--- config.mk ---
export PLATFORM = sky130hd
export DESIGN_NAME = flash_core_wb_bridge
export DESIGN_NICKNAME = d
export VERILOG_FILES = /design/src/rtl/flash_core_wb_bridge.sv
export SDC_FILE = /design/constraint.sdc
export NUM_CORES = 1
export LEC_CHECK = 0
export BUFFER_PORTS_ARGS = -buffer_cell sky130_fd_sc_hd__buf_2
export CORE_MARGIN = 4
export CORE_UTILIZATION = 50
export DETAILED_ROUTE_END_ITERATION = 7
export PLACE_DENSITY = 0.85
export SLEW_MARGIN = 5
export SYNTH_ARGS = -nofsm -noshare
export SYNTH_HDL_FRONTEND = slang
export SYNTH_SLANG_ARGS = --single-unit
export TNS_END_PERCENT = 1
--- constraint.sdc ---
create_clock -name clk_int -period 6.4 [get_ports clk_int]
set_input_delay 1.6 -clock clk_int [delete_from_list [all_inputs] [get_ports clk_int]]
set_output_delay 1.6 -clock clk_int [all_outputs]
set_load 0.02 [all_outputs]
--- src/rtl/flash_core_wb_bridge.sv ---
// Core data port (req/gnt/rvalid) to single-outstanding wishbone bridge for the flash interface.
// One transaction at a time: IDLE -> BUS (cyc held until ack or timeout) -> RESP (one rvalid pulse).
module flash_core_wb_bridge #(
   parameter int unsigned TIMEOUT_CYCLES = 4096,
   parameter logic [31:0] ERR_RDATA      = 32'hDEAD_BEEF,
   parameter logic [31:0] ADDR_MASK      = 32'h000F_FFFF
) (
   input  logic        clk_int,
   input  logic        rstn_int,
   input  logic        i_system_rdy,
   input  logic        data_req_i,
   output logic        data_gnt_o,
   input  logic [31:0] data_addr_i,
   input  logic        data_we_i,
   input  logic [3:0]  data_be_i,
   input  logic [31:0] data_wdata_i,
   output logic        data_rvalid_o,
   output logic [31:0] data_rdata_o,
   output logic        data_err_o,
   output logic [31:0] o_wb_adr,
   output logic        o_wb_cyc,
   output logic        o_wb_we,
   output logic [31:0] o_wb_data,
   input  logic [31:0] i_wb_data,
   input  logic        i_wb_ack
);
   localparam int unsigned CNT_W = (TIMEOUT_CYCLES > 2) ? $clog2(TIMEOUT_CYCLES) : 1;
   localparam logic [CNT_W-1:0] CNT_LAST = CNT_W'(TIMEOUT_CYCLES - 1);

   typedef enum logic [1:0] {IDLE, BUS, RESP} state_t;

   state_t           state;
   logic [CNT_W-1:0] cnt;

   assign data_gnt_o = (state == IDLE) & data_req_i & i_system_rdy;

   always_ff @(posedge clk_int or negedge rstn_int) begin
      if (!rstn_int) begin
         state         <= IDLE;
         cnt           <= '0;
         data_rvalid_o <= 1'b0;
         data_rdata_o  <= '0;
         data_err_o    <= 1'b0;
         o_wb_adr      <= '0;
         o_wb_cyc      <= 1'b0;
         o_wb_we       <= 1'b0;
         o_wb_data     <= '0;
      end else begin
         case (state)
            IDLE: begin
               if (data_gnt_o) begin
                  // Partial writes cannot be expressed on this bus; answer with an error locally.
                  if (!data_we_i || data_be_i == 4'hF) begin
                     o_wb_adr  <= data_addr_i & ADDR_MASK & 32'hFFFF_FFFC;
                     o_wb_we   <= data_we_i;
                     o_wb_data <= data_wdata_i;
                     o_wb_cyc  <= 1'b1;
                     cnt       <= '0;
                     state     <= BUS;
                  end else begin
                     data_rdata_o  <= ERR_RDATA;
                     data_err_o    <= 1'b1;
                     data_rvalid_o <= 1'b1;
                     state         <= RESP;
                  end
               end
            end
            BUS: begin
               // Ack wins over an expiry landing in the same cycle.
               if (i_wb_ack) begin
                  o_wb_cyc      <= 1'b0;
                  data_rdata_o  <= o_wb_we ? 32'h0 : i_wb_data;
                  data_err_o    <= 1'b0;
                  data_rvalid_o <= 1'b1;
                  state         <= RESP;
               end else if (cnt == CNT_LAST) begin
                  o_wb_cyc      <= 1'b0;
                  data_rdata_o  <= ERR_RDATA;
                  data_err_o    <= 1'b1;
                  data_rvalid_o <= 1'b1;
                  state         <= RESP;
               end else begin
                  cnt <= cnt + CNT_W'(1);
               end
            end
            RESP: begin
               data_rvalid_o <= 1'b0;
               cnt           <= '0;
               state         <= IDLE;
            end
            default: state <= IDLE;
         endcase
      end
   end
endmodule
After elaboration in Yosys (flattened, before gate mapping). Index checks and enable logic that the tools add are counted.

Add/subtract/negate cells: 1. Equality and inequality tests: 10. Muxes and demuxes: 28. Bitwise operators: 2. Reductions and logical operators: 11.

Operators by type and width (count): $mux W32 (5); $pmux W32 S2 (1); $mux W12 (4); $pmux W12 S3 (1); $add A12 B1 Y12 const B (1); $eq A12 B12 Y1 const B (1); $reduce_and A4 Y1 (3); $mux W1 (9); $mux W2 (4); $ne A2 B2 Y1 const B (4); $reduce_and A5 Y1 (1); $eq A4 B4 Y1 const B (1); $pmux W1 S2 (2); $pmux W2 S2 (1); $ne A3 B3 Y1 const B (1); $pmux W1 S3 (1); $reduce_and A3 Y1 (1); $reduce_bool A3 Y1 (1); $and A1 B1 Y1 (2); $eq A2 B1 Y1 const B (1); $eq A2 B2 Y1 const B (1); $logic_not A2 Y1 (1); $ne A2 B1 Y1 const B (1); $reduce_and A2 Y1 (1); other kinds (3) (3).

Flip-flop bits (word level): 100. Bits of input ports: 106. Word-level logic and storage cells: 61.

Depth between registers and ports, before layout.
Word-level depth: 5. Depth in mapped cells: 9. Mapped depth without buffers: 6.

Least setup slack after synthesis. Ideal clock, no wire load.

Kind: input -> output. Start point: input i_system_rdy. End point: output data_gnt_o. Arrival time: 2.187 ns. Required time: 4.800 ns. Slack: 2.613 ns. Stages: 2. Buffers on the path: 0. Cells stage by stage: nand2_1 -> nor3_1.

Word-level cells in the longest chain between the ends: 1.

RTL lines: start, declared (RTL line 10) `input logic i_system_rdy,`; $and A1 B1 Y1 (RTL line 35) `assign data_gnt_o = (state == IDLE) & data_req_i & i_system_rdy;`; end, declared (RTL line 12) `output logic data_gnt_o,`.

Every way passes these cells.

Final worst setup path. Same ends and word-level chain as after synthesis.

==> summary.md <==
| Metric | Value |
|---|---|
| Status | `finished, final reports clean` |
| Register area | `2500 µm²` |
| Ys async rst share | `100%` |
| Mapped Avg Cell Area | `13.9 µm²` |
| IO Port Bufs | `about 180` |
| WS Path Type | `in -> out` |
| Comb power frac | `35.6%` |
| Nets | `596` |
| Cells after Synth | `roughly 320` |
| Top Ports | `207` |
| Clock share of power | `between 20% and 30%` |
| Period minus WS final | `approximately 3800 ps` |
| Fillers | `649` |
| Proportion of power drawn by flip-flops and latches | `about 44%` |
| Vias | `3170` |
| First-pass GRT wire length | `16100 µm` |
| CP Launch Type | `input port` |
| Fmax | `263 MHz` |
| Initial core utilization | `a little over half` |
| Max cap viols | `0` |
| Worst-path clk slew | `100 ps` |
| GRT Overall Usage | `19.7%` |
| Die W | `102 µm` |
| Fraction of layout cells with a size suffix above 1 | `between 50 and 60%` |
| Starting DRC count in detailed routing | `73` |
| Final worst-path cycle share | `59.4%` |
| Largest area contributor in the netlist | `dfrtp_1` |
| R2R setup slack | `3980 ps` |
| GRT overflow | `0` |
| Final setup fails | `0` |
| Antenna violations before repair | `0` |
| Ys flop type | `dfrtp_1` |
| Die height | `102 µm` |
| Relative slew slack | `17.3%` |
| P per Cell Area | `between 300 and 400 nW/µm²` |
| R2R Path Start | `cnt[0]$_DFFE_PN0P_` |
| Drt wl/cell | `16.7 µm` |
| Critical Path RT | `4800 ps` |
| Largest family of logic cells by synthesized area | `compound AO/OA/AOI/OAI gates` |
| Count leader, synth | `dfrtp_1` |
| Design Power | `2.06 mW` |
| Clk_lat worst skew | `350 ps` |
| Register bit count reported by yosys | `100` |
| Hold EP | `o_wb_cyc$_DFFE_PN0P_` |
| Multi-input combinational cell area | `1700 µm²` |
| TritonCTS Sinks | `100` |
| DP Area | `5260 µm²` |
| Synthesized cell area | `4390 µm²` |
| Post-DP HPWL | `about 7400 µm` |
| Setup TNS | `0 ps` |
| # DRC | `0` |
| Final hold violation count | `0` |
| Switch share | `36.0%` |
| H-Tree Level Count | `3` |
| Row count | `33` |
| Die ar. | `10300 µm²` |
| Leakage | `2.59 nW` |
| EDFF count, synth | `0` |
| Clock buffer depth | `2` |
| Hold depth | `1` |
| Final Max Tran Viols | `0` |
| Reg2reg end | `cnt[4]$_DFFE_PN0P_` |
| Core area | `8380 µm²` |
| Number of setup buffers added after CTS | `0` |
| Synth Area in Simple Gates | `8.59%` |
| CTS tree | `done` |
| Synth unique cells | `49` |
| Multiplexer area fraction after synthesis | `about an eighth` |
| Largest net degree at the start of global routing | `54` |
| Complex-gate fraction of the synthesized area | `15.1%` |
| DR pass1 iterations | `4` |
| Worst EP arrival | `2200 ps` |
| Area grow syn2layout | `24.7%` |
| Internal Power | `1.32 mW` |
| P_sw | `0.743 mW` |
| Post-cts resize count | `0` |
| Post-CTS Hold Fix Bufs | `0` |
| Vias per cell | `~5.3` |
| Post-synthesis sequential area ratio | `~57%` |
| Worst Path Max Fanout | `3` |
| Yosys Warn Count | `0` |
| Routed wire length | `around 10000 µm` |
| Cts bufs inserted | `9` |
| Cell area after layout | `between 5000 and 6000 µm²` |
| Crit end category | `output pin` |
| Synth top area cells | `dfrtp_1 (57%), mux2_2 (13%), a2bb2oi_2 (6.2%)` |
| Final ANT Viol Nets | `0` |
| Worst-margin pin slew | `roughly 1200 ps` |
| Xor/xnor cell area share of the yosys netlist | `less than 1%` |
| Number of global-route vias before repair | `approximately 3.3k` |
| Synth top area share | `between 50% and 60%` |
| Post-layout util | `around 65%` |
| Unrepaired setup endpoints after global routing | `false` |
| Worst vdd ir | `0.236 mV` |
| Commonest cells in the netlist | `dfrtp_1 (100), mux2_2 (50), nand2b_1 (26), a2bb2oi_2 (18), buf_4 (14)` |
| Adder-Cell Fraction of Synth Area | `0.285%` |
| Placer congestion estimate | `0.800` |
| Min-delay src | `o_wb_cyc$_DFFE_PN0P_` |
| Final Skew | `14.5 ps` |
| CTS Root Cell | `clkbuf_8` |
| Worst reg2reg path depth | `5` |
| Antenna diode instance count | `0` |
| Worst Hold Class | `reg -> reg` |
power groups by stage:
stage / clock, mW / sequential (mW) / combinational [mW]
3_5_place_dp: 0 / 0.927 / 0.747
3_3_place_gp: 0 / 0.915 / 0.727
6_report: 0.413 / 0.915 / 0.735
5_1_grt: 0.455 / 0.942 / 0.789
4_1_cts: 0.427 / 0.917 / 0.747
2_1_floorplan: 0 / 1.12 / 0.284
layout by cell type (no fill, tap or decap), drive strengths merged, types with 3 or more instances in the layout:
cell type,synthesis,routed
a21oi,6,6
nand3,5,5
a31oi,5,5
nand4,4,4
nor2,5,5
nand2b,26,26
a2bb2oi,24,24
a22o,9,9
nand2,9,9
conb,1,14
mux2,50,50
o21ai,4,4
inv,4,6
buf,26,180
clkbuf,5,10
a41oi,3,3
dfrtp,100,100
a21o,3,3
layout make-up:
| cell class | instances | share of cell area, % |
|---|---|---|
| Sequential cell | 100 | 45.7 |
| Timing Repair Buffer | 180 | 16.6 |
| Clock buffer | 10 | 2.52 |
| Tap cell | 105 | 2.40 |
| Clock inverter | 6 | 1.30 |
| Inverter | 4 | 0.412 |
| Multi-Input combinational cell | 194 | 31.0 |
routing by layer:
metal	global-route usage, %	share of wire [%]	up-vias	wire (µm)
met3	8.20	12	10	1240
met5	0	0	-	0
met4	6.03	1.0	0	103
li1	-	-	1475	-
met1	24.8	40	1534	3960
met2	31.2	47	151	4710
worst max-delay path by stage:
stage	start	to	slack (ps)	depth (start not counted)
final	i_system_rdy	data_gnt_o	2600	4
after global routing	i_system_rdy	data_gnt_o	2540	4
after CTS	i_system_rdy	data_gnt_o	2590	4
after global placement	i_system_rdy	data_gnt_o	2590	4
after detailed placement	i_system_rdy	data_gnt_o	2590	4
after floorplan	i_system_rdy	data_gnt_o	2610	2
worst max-delay path, cell delays in order:
cell	delay, ps
buf_2	90
nand2_1	110
nor3_1	190
buf_2	210
flip-flops by register name, indices dropped and copies added, names as in the netlist:
signal	flops
data_rvalid_o	1
o_wb_we	1
data_rdata_o	32
cnt	12
o_wb_adr	18
o_wb_cyc	1
o_wb_data	32
data_err_o	1
state	2
per-stage QoR:
step | hold WS, ps | std cells | setup slack (ps)
2_1_floorplan | 508 | 329 | 2610
3_3_place_gp | 459 | 583 | 2590
3_5_place_dp | 466 | 583 | 2590
4_1_cts | 491 | 599 | 2590
5_1_grt | 515 | 599 | 2540
6_report | 487 | 599 | 2600
cells by family after synthesis:
group / after synthesis
simple gates: 61
mux: 51
other cells: 1
flops: 100
buf+inv: 35
compound gates: 66
fa+ha+maj: 1
xor+xnor: 1
Power figures use the tool's default switching activity.
